## config.mk

```make
export PLATFORM = sky130hd
export DESIGN_NAME = calc_operand_sequencer_flat
export DESIGN_NICKNAME = d
export VERILOG_FILES = /design/src/rtl/calc_operand_sequencer_pkg.sv /design/src/rtl/calc_operand_sequencer_if.sv /design/src/rtl/calc_operand_sequencer_debouncer.sv /design/src/rtl/calc_operand_sequencer.sv /design/src/flat_wrapper.sv
export SDC_FILE = /design/constraint.sdc
export NUM_CORES = 1
export LEC_CHECK = 0
export ABC_CLOCK_PERIOD_IN_PS = 2000
export BUFFER_PORTS_ARGS = -buffer_cell sky130_fd_sc_hd__buf_2
export CAP_MARGIN = 20
export CORE_MARGIN = 1
export CORE_UTILIZATION = 55
export DETAILED_ROUTE_END_ITERATION = 7
export GPL_ROUTABILITY_DRIVEN = 0
export PLACE_DENSITY = 0.86
export SLEW_MARGIN = 20
export SYNTH_ARGS = -nofsm -noshare
export SYNTH_HDL_FRONTEND = slang
export SYNTH_SLANG_ARGS = --single-unit
```

## constraint.sdc

```tcl
create_clock -name clk -period 2 [get_ports clk]
set_clock_uncertainty 0.1 [all_clocks]
set_input_delay 0 -clock clk [delete_from_list [all_inputs] [get_ports clk]]
set_output_delay 0 -clock clk [all_outputs]
set_load 0.005 [all_outputs]
```

## src/rtl/calc_operand_sequencer_pkg.sv

```systemverilog
// Shared constants for the calculator front end: FSM state codes, ALU opcodes
// and the opcode saturation helper used when the operation is captured.
package calc_operand_sequencer_pkg;

  typedef logic [2:0] state_t;
  typedef logic [3:0] opcode_t;

  localparam state_t ST_LOAD_A  = 3'd0;
  localparam state_t ST_LOAD_B  = 3'd1;
  localparam state_t ST_LOAD_OP = 3'd2;
  localparam state_t ST_EXEC    = 3'd3;
  localparam state_t ST_SHOW    = 3'd4;

  localparam opcode_t OP_ADD = 4'd0;
  localparam opcode_t OP_SUB = 4'd1;
  localparam opcode_t OP_MUL = 4'd2;
  localparam opcode_t OP_AND = 4'd3;
  localparam opcode_t OP_OR  = 4'd4;
  localparam opcode_t OP_XOR = 4'd5;
  localparam opcode_t OP_NOT = 4'd6;
  localparam opcode_t OP_INC = 4'd7;
  localparam opcode_t OP_SHL = 4'd8;
  localparam opcode_t OP_SHR = 4'd9;
  localparam opcode_t OP_MAX = 4'b1001;

  // Codes above the last defined ALU operation collapse onto it.
  function automatic opcode_t saturate_op(input opcode_t op);
    opcode_t res;
    if (op > OP_MAX) begin
      res = OP_MAX;
    end else begin
      res = op;
    end
    return res;
  endfunction

endpackage

```

## src/rtl/calc_operand_sequencer_if.sv

```systemverilog
// Board-facing and ALU-facing signal bundle of the operand sequencer.
interface calc_operand_sequencer_if #(
  parameter int WL = 6
) ();

  logic [WL-1:0] switches;
  logic [3:0]    op_switches;
  logic          enter;
  logic          clear;
  logic [WL-1:0] alu_c;
  logic          alu_carry;
  logic [WL-1:0] a;
  logic [WL-1:0] b;
  logic [3:0]    control;
  logic [WL-1:0] result;
  logic          result_carry;
  logic          result_valid;
  logic [2:0]    state_code;

  modport master (
    input  switches,
    input  op_switches,
    input  enter,
    input  clear,
    input  alu_c,
    input  alu_carry,
    output a,
    output b,
    output control,
    output result,
    output result_carry,
    output result_valid,
    output state_code
  );

  modport slave (
    output switches,
    output op_switches,
    output enter,
    output clear,
    output alu_c,
    output alu_carry,
    input  a,
    input  b,
    input  control,
    input  result,
    input  result_carry,
    input  result_valid,
    input  state_code
  );

endinterface

```

## src/rtl/calc_operand_sequencer_debouncer.sv

```systemverilog
// Push-button conditioner: 2-FF synchronizer, stability counter and rising-edge
// detector producing a single one-cycle pulse per accepted press.
module button_debouncer #(
  parameter int DEBOUNCE_CYCLES = 50000
) (
  input  logic clk,
  input  logic reset,
  input  logic btn_raw,
  output logic btn_pulse
);

  localparam int CW = (DEBOUNCE_CYCLES > 2) ? $clog2(DEBOUNCE_CYCLES) : 1;
  localparam logic [CW-1:0] CNT_ZERO = {CW{1'b0}};
  localparam logic [CW-1:0] CNT_ONE  = CW'(1);
  localparam logic [CW-1:0] CNT_LAST = CW'(DEBOUNCE_CYCLES - 1);

  logic          sync1_r;
  logic          sync2_r;
  logic          stable_r;
  logic          pulse_r;
  logic [CW-1:0] cnt_r;
  logic          accept_s;

  // A changed level is accepted once it has differed for DEBOUNCE_CYCLES samples.
  assign accept_s = (sync2_r != stable_r) && (cnt_r == CNT_LAST);

  // Two-stage synchronizer for the asynchronous button level
  always_ff @(posedge clk or negedge reset) begin
    if (!reset) begin
      sync1_r <= 1'b0;
      sync2_r <= 1'b0;
    end else begin
      sync1_r <= btn_raw;
      sync2_r <= sync1_r;
    end
  end

  // Stability counter; any return to the accepted level restarts the count
  always_ff @(posedge clk or negedge reset) begin
    if (!reset) begin
      cnt_r    <= CNT_ZERO;
      stable_r <= 1'b0;
    end else if (sync2_r == stable_r) begin
      cnt_r    <= CNT_ZERO;
    end else if (accept_s) begin
      cnt_r    <= CNT_ZERO;
      stable_r <= sync2_r;
    end else begin
      cnt_r    <= cnt_r + CNT_ONE;
    end
  end

  // Pulse only on acceptance of a press, never on a release
  always_ff @(posedge clk or negedge reset) begin
    if (!reset) begin
      pulse_r <= 1'b0;
    end else begin
      pulse_r <= accept_s & sync2_r;
    end
  end

  assign btn_pulse = pulse_r;

endmodule

```

## src/rtl/calc_operand_sequencer.sv

```systemverilog
// Calculator front end: collects A, B and opcode on Enter presses, drives the
// combinational ALU, waits a settle window and latches its result for display.
module calc_operand_sequencer #(
  parameter int Word_Length     = 6,
  parameter int DEBOUNCE_CYCLES = 50000,
  parameter int SETTLE_CYCLES   = 2
) (
  input  logic                      clk,
  input  logic                      reset,
  calc_operand_sequencer_if.master  bus
);

  import calc_operand_sequencer_pkg::*;

  localparam int CNT_W = $clog2(SETTLE_CYCLES + 2);
  localparam logic [CNT_W-1:0] CNT_ZERO    = {CNT_W{1'b0}};
  localparam logic [CNT_W-1:0] CNT_ONE     = CNT_W'(1);
  localparam logic [CNT_W-1:0] CNT_CAPTURE = CNT_W'(SETTLE_CYCLES + 1);
  localparam logic [Word_Length-1:0] WORD_ZERO = {Word_Length{1'b0}};

  logic                   enter_p_s;
  logic                   clear_p_s;
  state_t                 state_r;
  logic [CNT_W-1:0]       exec_cnt_r;
  logic [Word_Length-1:0] shadow_a_r;
  logic [Word_Length-1:0] shadow_b_r;
  opcode_t                shadow_op_r;
  logic [Word_Length-1:0] a_r;
  logic [Word_Length-1:0] b_r;
  opcode_t                control_r;
  logic [Word_Length-1:0] result_r;
  logic                   result_carry_r;
  logic                   result_valid_r;

  button_debouncer #(
    .DEBOUNCE_CYCLES(DEBOUNCE_CYCLES)
  ) u_enter_db (
    .clk      (clk),
    .reset    (reset),
    .btn_raw  (bus.enter),
    .btn_pulse(enter_p_s)
  );

  button_debouncer #(
    .DEBOUNCE_CYCLES(DEBOUNCE_CYCLES)
  ) u_clear_db (
    .clk      (clk),
    .reset    (reset),
    .btn_raw  (bus.clear),
    .btn_pulse(clear_p_s)
  );

  // Sequencer FSM with shadow capture, EXEC timing and result latch; Clear has priority
  always_ff @(posedge clk or negedge reset) begin
    if (!reset) begin
      state_r        <= ST_LOAD_A;
      exec_cnt_r     <= CNT_ZERO;
      shadow_a_r     <= WORD_ZERO;
      shadow_b_r     <= WORD_ZERO;
      shadow_op_r    <= 4'b0000;
      a_r            <= WORD_ZERO;
      b_r            <= WORD_ZERO;
      control_r      <= 4'b0000;
      result_r       <= WORD_ZERO;
      result_carry_r <= 1'b0;
      result_valid_r <= 1'b0;
    end else if (clear_p_s) begin
      state_r        <= ST_LOAD_A;
      exec_cnt_r     <= CNT_ZERO;
      shadow_a_r     <= WORD_ZERO;
      shadow_b_r     <= WORD_ZERO;
      shadow_op_r    <= 4'b0000;
      result_valid_r <= 1'b0;
    end else begin
      case (state_r)
        ST_LOAD_A: begin
          if (enter_p_s) begin
            shadow_a_r <= bus.switches;
            state_r    <= ST_LOAD_B;
          end
        end
        ST_LOAD_B: begin
          if (enter_p_s) begin
            shadow_b_r <= bus.switches;
            state_r    <= ST_LOAD_OP;
          end
        end
        ST_LOAD_OP: begin
          if (enter_p_s) begin
            shadow_op_r <= saturate_op(bus.op_switches);
            exec_cnt_r  <= CNT_ZERO;
            state_r     <= ST_EXEC;
          end
        end
        ST_EXEC: begin
          // Opcode goes out first so the ALU sees a stable operation when operands move.
          exec_cnt_r <= exec_cnt_r + CNT_ONE;
          if (exec_cnt_r == CNT_ZERO) begin
            control_r <= shadow_op_r;
          end
          if (exec_cnt_r == CNT_ONE) begin
            a_r <= shadow_a_r;
            b_r <= shadow_b_r;
          end
          if (exec_cnt_r == CNT_CAPTURE) begin
            result_r       <= bus.alu_c;
            result_carry_r <= bus.alu_carry;
            result_valid_r <= 1'b1;
            state_r        <= ST_SHOW;
          end
        end
        ST_SHOW: begin
          if (enter_p_s) begin
            result_valid_r <= 1'b0;
            state_r        <= ST_LOAD_A;
          end
        end
        default: begin
          result_valid_r <= 1'b0;
          state_r        <= ST_LOAD_A;
        end
      endcase
    end
  end

  assign bus.a            = a_r;
  assign bus.b            = b_r;
  assign bus.control      = control_r;
  assign bus.result       = result_r;
  assign bus.result_carry = result_carry_r;
  assign bus.result_valid = result_valid_r;
  assign bus.state_code   = state_r;

endmodule
```

## src/flat_wrapper.sv

```systemverilog
// flat-port wrapper written by rule: the top's interface ports become plain ports
module calc_operand_sequencer_flat import calc_operand_sequencer_pkg::*;
#(
  parameter int Word_Length     = 6,
  parameter int DEBOUNCE_CYCLES = 50000,
  parameter int SETTLE_CYCLES   = 2
)
  (clk, reset, bus_switches, bus_op_switches, bus_enter, bus_clear, bus_alu_c, bus_alu_carry, bus_a, bus_b, bus_control, bus_result, bus_result_carry, bus_result_valid, bus_state_code);
  calc_operand_sequencer_if bus_i ();
  input  logic clk;
  input  logic reset;
  input wire logic [$bits(bus_i.switches)-1:0] bus_switches;
  input wire logic [$bits(bus_i.op_switches)-1:0] bus_op_switches;
  input wire logic [$bits(bus_i.enter)-1:0] bus_enter;
  input wire logic [$bits(bus_i.clear)-1:0] bus_clear;
  input wire logic [$bits(bus_i.alu_c)-1:0] bus_alu_c;
  input wire logic [$bits(bus_i.alu_carry)-1:0] bus_alu_carry;
  output wire logic [$bits(bus_i.a)-1:0] bus_a;
  output wire logic [$bits(bus_i.b)-1:0] bus_b;
  output wire logic [$bits(bus_i.control)-1:0] bus_control;
  output wire logic [$bits(bus_i.result)-1:0] bus_result;
  output wire logic [$bits(bus_i.result_carry)-1:0] bus_result_carry;
  output wire logic [$bits(bus_i.result_valid)-1:0] bus_result_valid;
  output wire logic [$bits(bus_i.state_code)-1:0] bus_state_code;
  assign bus_i.switches = bus_switches;
  assign bus_i.op_switches = bus_op_switches;
  assign bus_i.enter = bus_enter;
  assign bus_i.clear = bus_clear;
  assign bus_i.alu_c = bus_alu_c;
  assign bus_i.alu_carry = bus_alu_carry;
  assign bus_a = bus_i.a;
  assign bus_b = bus_i.b;
  assign bus_control = bus_i.control;
  assign bus_result = bus_i.result;
  assign bus_result_carry = bus_i.result_carry;
  assign bus_result_valid = bus_i.result_valid;
  assign bus_state_code = bus_i.state_code;
  calc_operand_sequencer #(.Word_Length(Word_Length), .DEBOUNCE_CYCLES(DEBOUNCE_CYCLES), .SETTLE_CYCLES(SETTLE_CYCLES)) u_core (.clk(clk), .reset(reset), .bus(bus_i));
endmodule
```

==> metrics.csv <==
stage,metric,value,unit
clocking,Max H-tree Level,3,
synth,Avg Inst Size Synth,11.6,sq um
placement,HPWL after detailed placement,4700,um
synth,Yosys warnings,0,
status,run status,finished with violations,
global_routing,largest net degree at the start of global routing,45,
critical_path,crit path cell chain,nor4_2 > nand3_2 > or4_4 > mux2_4,
synth,Netlist cell types,41,
global_routing,first-pass GRT wire length,12000,um
floorplan,Die W,84.1,um
final_layout,Antenna Diode Count,0,
critical_path,Critical Path Slowest Stage Cell,or4_4,
clocking,CTS tree,done,
critical_path,Reg2Reg Depth,4,
synth,Seq cells post-synth,85,
placement,dpl cell area,4120,sq um
critical_path,CP Class,flop to flop,
route,via count,2683,
route,DRT iter0 DRCs,161,
clocking,"CTS clk-pin slew, worst paths",0.09,ns
timing,worst-margin pin slew,0.541,ns
critical_path,crit path from,u_core.u_enter_db.cnt_r[12]$_DFF_PN0_,
synth,Cells after Synth,320,
synth,"count leader, synth",dfrtp_1,
final_layout,design area,4530,sq um
critical_path,FF-to-FF Start,u_core.u_enter_db.cnt_r[12]$_DFF_PN0_,
route,DRT Pass-1 Iters,8,
synth,ys async rst share,1.00,
synth,Commonest cells post-synth,"dfrtp_1 (85), nor2_1 (55), xnor2_1 (26)",
timing,FMAX,516,MHz
route,# DRC,20,
critical_path,CP endpoint kind,flop,
timing,crit path time final,1.94,ns
power_and_ir_drop,leakage,2.12,nW
floorplan,IO Count,48,
clocking,total CTS buffers,9,
hold_path,Hold Path Class,primary input to async pin,
critical_path,terminus of the critical flop-to-flop path,u_core.u_enter_db.stable_r$_DFFE_PN0P_,
synth,sequential area share after synthesis,0.574,
synth,syn_nets,346,
synth,cell taking the most area after synthesis,dfrtp_1,
run,max capacitance violation total,0,
final_layout,Syn-to-layout area delta,22.1,%
global_routing,total track usage,0.217,
final_layout,layout cell share with drive strength beyond 1,0.277,
synth,"Cell Area, Synth",3710,sq um
critical_path,"Req. time, crit path",2.15,ns
status,failing checks,design-rule violations,
placement,number of port buffers,47,
route,wire length per cell,14.6,um
global_routing,gr ovfl total,0,
clocking,CTS root buffer,clkbuf_8,
clocking,Worst-Skew Late Latency,0.37,ns
synth,"EDFF count, synth",0,
synth,main area contributors after synthesis,"dfrtp_1 (57%), mux2_2 (7.3%), xnor2_1 (6.1%)",
route,ANT nets after route,0,
clocking,Sink Count,85,
power_and_ir_drop,Pwr Density,700,nW/um^2
critical_path,crit path launch type,flop,
floorplan,die span in y,84.1,um
synth,Synth top area share,0.574,
global_routing,initial antenna violation count,0,
timing,Total Neg Setup Slack,0,ns
timing,final hold violations,0,
timing,unrepaired setup endpoints after global routing,false,
power_and_ir_drop,Max IR drop VDD,0.593,mV
floorplan,die area,7080,sq um
clocking,worst-case clock buffer depth,2,
route,Via density,5.53,
timing,Slew headroom,0.638,
floorplan,Core Footprint,6420,sq um
timing,Final Cycle Share,0.968,
timing,max-slew violation count,0,
critical_path,WP data arrival,2.09,ns
critical_path,Max stage delay on crit path,0.54,ns
critical_path,crit-path max FO,4,
final_layout,Nets,429,
synth,Most used DFF post-synth,dfrtp_1,
global_routing,vias in the first global route,2651,
route,final WL,7080,um
floorplan,Initial Utilization,0.577,
floorplan,FP Rows,29,
critical_path,Reg2Reg Setup Slack,0.06,ns
timing,# setup viols final,0,
state kept, by name, indices dropped and copies added (netlist names), 2 cells and up:
register and flops:
u_core.exec_cnt_r 2, u_core.bus.state_code 3, u_core.bus.a 6, u_core.u_clear_db.cnt_r 16
u_core.shadow_op_r 4, u_core.shadow_b_r 6, u_core.shadow_a_r 6, u_core.u_enter_db.cnt_r 16
u_core.bus.result 6, u_core.bus.control 4, u_core.bus.b 6
per-layer routing:
metal	part of all wire	up-vias	global-route usage
met5	0	-	0
met4	0.014	0	0.0784
met3	0.052	12	0.0692
met2	0.51	78	0.352
met1	0.43	1326	0.274
li1	-	1267	-
placed cells by master, fill, tap and decap left out, types with 2 or more instances in the layout:
cell           count
nand4_1            6
inv_1             11
nor2_1            55
nand2_1           17
buf_4             13
xor2_1             4
nand3b_1           2
or4_4              2
nor3b_1            3
dfrtp_1           85
nand3_1           11
mux2i_1           12
clkbuf_8           9
mux2_2            24
nand2b_1           2
a21oi_1            5
buf_2             46
xnor2_1           26
ha_1               5
nor4_2             2
dlygate4sd3_1     20
nor4_1             8
nor3_2             2
inv_6              3
nor3_1            11
worst max-delay path, delay by kind of cell, from the launching register on:
kind,cells,cell delay [ns]
DFF,1,0.44
and+or+nand+nor,3,0.96
muxes,1,0.32
through the flow:
stage,power [mW],hold slack [ns],util,setup slack (ns),cells
finish,3.17,0.0448,0.705,0.0637,485
global route,3.28,0.0912,0.705,0.0112,485
CTS,3.19,0.0680,0.704,0.0456,485
detailed placement,1.91,-0.0845,0.641,0.0695,449
global placement,1.90,-0.0915,0.641,0.124,449
floorplan,1.82,-0.396,-,0.124,320
power breakdown:
| part | internal, mW | total, mW | switching (mW) | leakage (nW) |
|---|---|---|---|---|
| combinational | 0.0743 | 0.145 | 0.0704 | 0.879 |
| sequential | 1.74 | 1.76 | 0.0165 | 1.14 |
| clock | 0.599 | 1.27 | 0.673 | 0.107 |
area by class of cell:
type | instances | area [sq um]
Sequential cell | 85 | 2130
Fill cell | 424 | 1890
Multi-Input combinational cell | 216 | 1510
Timing Repair Buffer | 80 | 548
Clock buffer | 9 | 124
Tap cell | 77 | 96.3
Clock inverter | 7 | 81.3
Inverter | 11 | 41.3
what timing repair did:
action	4_1_cts	5_1_grt
buffers inserted	0	0
hold endpoints to repair	110	0
endpoints found under the setup margin	0	2
gates resized for setup	0	1
hold buffers	20	0
worst max path at each step:
stage / endpoint / slack [ns] / cells after the start
after CTS: u_core.u_clear_db.stable_r$_DFFE_PN0P_ / 0.05 / 4
after detailed placement: u_core.u_clear_db.stable_r$_DFFE_PN0P_ / 0.07 / 4
after global routing: u_core.u_enter_db.stable_r$_DFFE_PN0P_ / 0.01 / 4
after floorplan: u_core.u_enter_db.stable_r$_DFFE_PN0P_ / 0.12 / 4
after global placement: u_core.u_clear_db.stable_r$_DFFE_PN0P_ / 0.12 / 4
final: u_core.u_enter_db.stable_r$_DFFE_PN0P_ / 0.06 / 4
cells by family (layout without fill, tap and decap cells):
group / after synthesis / count (layout) / synth area share
xor+xnor: 30 / 30 / 0.0708
flops: 85 / 85 / 0.574
mux: 38 / 38 / 0.112
fa+ha+maj: 5 / 5 / 0.0169
compound gates: 14 / 14 / 0.0341
buf+inv: 19 / 107 / 0.0206
simple gates: 129 / 129 / 0.172
Power figures use the tool's default switching activity.
